===== src/rtl/bp_be_pkg.sv =====
// Back-end shared declarations: configuration selector, writeback packet and long-pipe
// writeback lane state.
package bp_be_pkg;

    typedef enum logic [1:0] {
        e_bp_default_cfg,
        e_bp_unicore_cfg,
        e_bp_multicore_1_cfg
    } bp_params_e;

    typedef struct packed {
        logic        ird_w_v;
        logic        frd_w_v;
        logic [4:0]  rd_addr;
        logic [63:0] rd_data;
        logic [4:0]  fflags;
    } bp_be_wb_pkt_s;

    typedef enum logic {
        e_wb_empty,
        e_wb_full
    } bp_be_long_wb_state_e;

    // Every current configuration shares one writeback packet layout.
    function automatic int unsigned bp_be_wb_pkt_width(bp_params_e cfg);
        case (cfg)
            default: return $bits(bp_be_wb_pkt_s);
        endcase
    endfunction

endpackage


===== src/rtl/bp_be_long_wb_retire_if.sv =====
// One long-pipe writeback lane: producer handshake, regfile write port and stall request.
interface bp_be_long_wb_retire_if
    import bp_be_pkg::*;
#(
    parameter int unsigned pkt_width_p = $bits(bp_be_wb_pkt_s)
);
    logic [pkt_width_p-1:0] pkt;
    logic                   v;
    logic                   yumi;
    logic                   pipe_v;
    logic [pkt_width_p-1:0] rf_pkt;
    logic                   rf_v;
    logic                   stall_req;

    modport master (output pkt, v, pipe_v, input yumi, rf_pkt, rf_v, stall_req);
    modport slave  (input pkt, v, pipe_v, output yumi, rf_pkt, rf_v, stall_req);
endinterface


===== src/rtl/bp_be_long_wb_lane.sv =====
// Single long-pipe writeback lane with starvation counter.
// BP_BE_LONG_WB_SKID_EN adds a one-entry skid register in front of the regfile port.
module bp_be_long_wb_lane
    import bp_be_pkg::*;
#(
    parameter int unsigned pkt_width_p    = $bits(bp_be_wb_pkt_s),
    parameter int unsigned starve_limit_p = 8,
    localparam int unsigned cnt_width_lp  = $clog2(starve_limit_p + 1)
) (
    input  logic                   clk_i,
    input  logic                   reset_n_i,
    bp_be_long_wb_retire_if.slave  wb
);
    localparam logic [cnt_width_lp-1:0] limit_lp = cnt_width_lp'(starve_limit_p);

    logic                    busy;
    logic                    pending;
    logic                    yumi_raw;
    logic                    rf_v_raw;
    logic [pkt_width_p-1:0]  rf_pkt_raw;
    logic [cnt_width_lp-1:0] cnt_r, cnt_n;

    assign busy = wb.pipe_v;

`ifdef BP_BE_LONG_WB_SKID_EN
    bp_be_long_wb_state_e   state_r, state_n;
    logic [pkt_width_p-1:0] skid_r;
    logic                   skid_load;

    always_ff @(posedge clk_i) begin
        if (!reset_n_i) state_r <= e_wb_empty;
        else            state_r <= state_n;
        if (skid_load)  skid_r  <= wb.pkt;
    end

    // The skid always drains before a new packet may reach the port.
    always_comb begin
        state_n    = state_r;
        yumi_raw   = 1'b0;
        rf_v_raw   = 1'b0;
        rf_pkt_raw = wb.pkt;
        skid_load  = 1'b0;
        case (state_r)
            e_wb_empty: begin
                if (wb.v) begin
                    yumi_raw = 1'b1;
                    if (busy) begin
                        skid_load = 1'b1;
                        state_n   = e_wb_full;
                    end else begin
                        rf_v_raw = 1'b1;
                    end
                end
            end
            e_wb_full: begin
                if (!busy) begin
                    rf_v_raw   = 1'b1;
                    rf_pkt_raw = skid_r;
                    if (wb.v) begin
                        yumi_raw  = 1'b1;
                        skid_load = 1'b1;
                    end else begin
                        state_n = e_wb_empty;
                    end
                end
            end
            default: state_n = e_wb_empty;
        endcase
    end

    assign pending = (state_r == e_wb_full) | wb.v;
`else
    assign yumi_raw   = wb.v & ~busy;
    assign rf_v_raw   = yumi_raw;
    assign rf_pkt_raw = wb.pkt;
    assign pending    = wb.v;
`endif

    // A write only happens when the port is free, so "not busy" also covers the clear-on-write case.
    always_comb begin
        cnt_n = '0;
        if (pending && busy)
            cnt_n = (cnt_r == limit_lp) ? cnt_r : cnt_r + 1'b1;
    end

    always_ff @(posedge clk_i) begin
        if (!reset_n_i) cnt_r <= '0;
        else            cnt_r <= cnt_n;
    end

    assign wb.yumi      = reset_n_i & yumi_raw;
    assign wb.rf_v      = reset_n_i & rf_v_raw;
    assign wb.rf_pkt    = rf_pkt_raw;
    assign wb.stall_req = reset_n_i & (cnt_r == limit_lp);

endmodule


===== src/rtl/bp_be_long_wb_retire.sv =====
// Retires long-pipe integer and FP writebacks into regfile ports shared with the main pipe.
// Optional skid buffering per lane: BP_BE_LONG_WB_SKID_EN.
module bp_be_long_wb_retire
    import bp_be_pkg::*;
#(
    parameter bp_params_e  bp_params_p    = e_bp_default_cfg,
    parameter int unsigned starve_limit_p = 8,
    localparam int unsigned wb_pkt_width_lp = bp_be_wb_pkt_width(bp_params_p)
) (
    input  logic                       clk_i,
    input  logic                       reset_n_i,

    input  logic [wb_pkt_width_lp-1:0] iwb_pkt_i,
    input  logic                       iwb_v_i,
    output logic                       iwb_yumi_o,
    input  logic [wb_pkt_width_lp-1:0] fwb_pkt_i,
    input  logic                       fwb_v_i,
    output logic                       fwb_yumi_o,

    input  logic                       pipe_iwb_v_i,
    input  logic                       pipe_fwb_v_i,

    output logic [wb_pkt_width_lp-1:0] irf_pkt_o,
    output logic                       irf_v_o,
    output logic [wb_pkt_width_lp-1:0] frf_pkt_o,
    output logic                       frf_v_o,

    output logic                       istall_req_o,
    output logic                       fstall_req_o
);
    bp_be_long_wb_retire_if #(.pkt_width_p(wb_pkt_width_lp)) iwb_if ();
    bp_be_long_wb_retire_if #(.pkt_width_p(wb_pkt_width_lp)) fwb_if ();

    assign iwb_if.pkt    = iwb_pkt_i;
    assign iwb_if.v      = iwb_v_i;
    assign iwb_if.pipe_v = pipe_iwb_v_i;
    assign iwb_yumi_o    = iwb_if.yumi;
    assign irf_pkt_o     = iwb_if.rf_pkt;
    assign irf_v_o       = iwb_if.rf_v;
    assign istall_req_o  = iwb_if.stall_req;

    assign fwb_if.pkt    = fwb_pkt_i;
    assign fwb_if.v      = fwb_v_i;
    assign fwb_if.pipe_v = pipe_fwb_v_i;
    assign fwb_yumi_o    = fwb_if.yumi;
    assign frf_pkt_o     = fwb_if.rf_pkt;
    assign frf_v_o       = fwb_if.rf_v;
    assign fstall_req_o  = fwb_if.stall_req;

    bp_be_long_wb_lane #(
        .pkt_width_p    (wb_pkt_width_lp),
        .starve_limit_p (starve_limit_p)
    ) int_lane (
        .clk_i     (clk_i),
        .reset_n_i (reset_n_i),
        .wb        (iwb_if)
    );

    bp_be_long_wb_lane #(
        .pkt_width_p    (wb_pkt_width_lp),
        .starve_limit_p (starve_limit_p)
    ) fp_lane (
        .clk_i     (clk_i),
        .reset_n_i (reset_n_i),
        .wb        (fwb_if)
    );

endmodule


===== config.mk =====
export PLATFORM = sky130hd
export DESIGN_NAME = bp_be_long_wb_retire
export DESIGN_NICKNAME = d
export VERILOG_FILES = /design/src/rtl/bp_be_pkg.sv /design/src/rtl/bp_be_long_wb_retire_if.sv /design/src/rtl/bp_be_long_wb_lane.sv /design/src/rtl/bp_be_long_wb_retire.sv
export SDC_FILE = /design/constraint.sdc
export NUM_CORES = 1
export LEC_CHECK = 0
export ABC_AREA = 1
export BUFFER_PORTS_ARGS = -buffer_cell sky130_fd_sc_hd__buf_2
export CORE_AREA = 2 2 122 124
export DETAILED_ROUTE_END_ITERATION = 7
export DIE_AREA = 0 0 124 126
export PLACE_DENSITY_LB_ADDON = 0.25
export SLEW_MARGIN = 20
export SYNTH_ARGS = -nofsm -noshare
export SYNTH_HDL_FRONTEND = slang
export SYNTH_SLANG_ARGS = --single-unit
export TNS_END_PERCENT = 5

===== constraint.sdc =====
create_clock -name clk_i -period 1.47 [get_ports clk_i]
set_input_delay 0.294 -clock clk_i [delete_from_list [all_inputs] [get_ports clk_i]]
set_output_delay 0.294 -clock clk_i [all_outputs]
set_load 0.01 [all_outputs]

==> flow_summary.json <==
{
  "status": "finished, final reports clean",
  "synth_compound_area_share_pct": 0,
  "dieArea_um2": 15600,
  "synthSimpleGateAreaFrac_pct": 13.1,
  "synthAdderAreaFrac_pct": 3.07,
  "cts_tree": "yes",
  "antenna_found_initial": 0,
  "rr_endpoint": "int_lane.cnt_r[1]$_SDFFE_PN0P_",
  "dp_slack_ps": 179,
  "hold_slack_ps": 412,
  "layout-drive-gt1-share_pct": 33.3,
  "ir_drop_v": 0.000237,
  "grt_max_degree": 7,
  "cts_root_buffer": "clkbuf_16",
  "synth_top_family_by_area": "buffers and inverters",
  "wl_per_cell_um": 8.87,
  "regToRegStartpoint": "int_lane.cnt_r[0]$_SDFFE_PN0P_",
  "synth-seq-cells": 8,
  "critPathLaunch": "fp_lane.cnt_r[0]$_SDFFE_PN0P_",
  "core_area_um2": 14300,
  "worstRegToRegCells": 7,
  "syn_area_um2": 1630,
  "cp.required_ps": 1180,
  "ant_nets": 0,
  "layout_common_cells": "nor2_1 (16), nand2_1 (16), inv_1 (11), buf_2 (11), dfxtp_1 (5)",
  "insertion_delay_ps": 230,
  "drv_slew": 0,
  "cp-end-kind": "primary output",
  "setup_viol": 0,
  "synth_xor_area_share_pct": 0,
  "initial_core_util_pct": 11.4,
  "routed_wl_mm": 2.40,
  "maxCapViolCount": 0,
  "dpl.cell_count": 266,
  "crit_fanout": 3,
  "drt_iter0_markers": 16,
  "die_width_um": 124,
  "grt_pass1_wl_mm": 3.54,
  "hpwl_mm": 1.94,
  "ys_seq_area_share_pct": 9.83,
  "place_congestion": 0.628,
  "cp-endpoint": "fstall_req_o",
  "fin_nets": 251,
  "maxSlewHeadroom_pct": 88.7,
  "worst_pin_slew_ps": 170,
  "worst_ep_arrival_time_ps": 1100,
  "firstDrtPassIters": 2,
  "fin_crit_sh_pct": 94.9,
  "antennaDiodeCount": 0,
  "setup_tns_ps": 0,
  "yosysUniqueCellTypes": 15,
  "path_clk_slew_ps": 40,
  "synth_nets": 387,
  "num_rows": 44,
  "synth_mux_area_share_pct": 0,
  "boundaryPins": 316,
  "fillCellCount": 1707,
  "finalWorstSetupSlack_ps": 74.9,
  "grt_use_total_pct": 3.17,
  "area_growth_pct": -47.2,
  "min_path_type": "in -> reg",
  "grt.overflow.total": 0,
  "grt_pass1_vias": 661,
  "drc": 0,
  "hold_violations": 0,
  "cts_made_buffers": 3,
  "max_freq_mhz": 717,
  "cts.path.max_buffers": 2,
  "power_leakage_nw": 0.326,
  "p_per_area_nw_per_um2": 828,
  "start_kind": "flop",
  "via_per_inst": 2.28,
  "ys_warn_count": 0,
  "cts_sinks": 8,
  "postSynthCellCount": 225,
  "dieHeight_um": 126,
  "fin_cells": 271,
  "vias": 619,
  "portBuffers": 11,
  "avgSynthCellArea_um2": 7.24,
  "ctsHoldBuffers": 0,
  "final_util_pct": 6.01,
  "reg2reg_slack_ps": 410,
  "cts_max_level": 1,
  "clock_skew_ps": 0.271,
  "critPathKind": "reg -> out",
  "fin_crit_ps": 1400
}
==> layout make-up <==
| cell class | instances | area (um^2) | area share, % |
|---|---|---|---|
| Multi-Input combinational cell | 50 | 272 | 31.6 |
| Tap cell | 184 | 230 | 26.8 |
| Sequential cell | 8 | 164 | 19.1 |
| Clock buffer | 3 | 75.1 | 8.73 |
| Timing Repair Buffer | 13 | 70.1 | 8.15 |
| Inverter | 13 | 48.8 | 5.68 |
==> cell usage after synthesis <==
| cell type | count | share of area, % |
|---|---|---|
| nand4_1 | 1 | 0.38 |
| inv_1 | 12 | 2.8 |
| clkinv_1 | 1 | 0.23 |
| or2_2 | 1 | 0.38 |
| nand2_1 | 16 | 3.7 |
| or2_1 | 1 | 0.38 |
| nand3_1 | 5 | 1.5 |
| dfxtp_1 | 8 | 9.8 |
| nor2_2 | 2 | 0.77 |
| nand3_2 | 2 | 1.2 |
| nand2_2 | 1 | 0.38 |
| nor2_4 | 1 | 0.69 |
| ha_1 | 4 | 3.1 |
| buf_4 | 154 | 71 |
| nor2_1 | 16 | 3.7 |
==> worst min path at each step <==
stage | depth (start not counted) | slack, ps | end | from
floorplan | 2 | 480 | int_lane.cnt_r[3]$_SDFFE_PN0P_ | iwb_v_i
global placement | 2 | 540 | fp_lane.cnt_r[1]$_SDFFE_PN0P_ | fp_lane.cnt_r[1]$_SDFFE_PN0P_
detailed placement | 2 | 530 | fp_lane.cnt_r[1]$_SDFFE_PN0P_ | fp_lane.cnt_r[1]$_SDFFE_PN0P_
CTS | 3 | 420 | int_lane.cnt_r[2]$_SDFFE_PN0P_ | iwb_v_i
global route | 3 | 430 | int_lane.cnt_r[2]$_SDFFE_PN0P_ | iwb_v_i
finish | 3 | 410 | int_lane.cnt_r[3]$_SDFFE_PN0P_ | iwb_v_i
==> registers in the layout (all words and copies together), names as in the netlist <==
signal          cells
int_lane.cnt_r      4
fp_lane.cnt_r       4
==> critical path: stages, from the launching register on <==
cell	delay, ps
dfxtp_2	320
inv_2	60
ha_2	180
nand3_2	90
nor2_1	90
buf_2	130
==> metrics by stage <==
| stage | area (um^2) | power, mW |
|---|---|---|
| final | 860 | 0.712 |
| after global routing | 860 | 0.753 |
| after CTS | 836 | 0.729 |
| after detailed placement | 758 | 0.267 |
| after global placement | 758 | 0.267 |
| after floorplan | 1630 | 0.677 |
==> power by group <==
part | switching, mW | internal, mW | leakage [nW]
clock | 0.0979 | 0.350 | 0.0370
sequential | 0.00350 | 0.222 | 0.0661
combinational | 0.0225 | 0.0160 | 0.223
==> metal layers <==
metal | vias to the layer above | routed length, um | track usage [%]
met5 | - | 0 | 0
met2 | 70 | 920 | 3.65
met1 | 229 | 522 | 1.75
met3 | 76 | 527 | 3.40
met4 | 0 | 433 | 5.95
li1 | 244 | - | -
==> kinds of logic after synthesis <==
logic type | count (synthesis)
DFF | 8
adders and majority gates | 4
buffers and inverters | 167
and+or+nand+nor | 46
==> repair_timing <==
item,4_1_cts,5_1_grt
endpoints found under the setup margin,2,2
endpoints found under the hold margin,0,0
resized for setup,2,4
pin swaps,1,0
buffers inserted,0,2
Note: power is estimated with default switching activity, not from simulation.
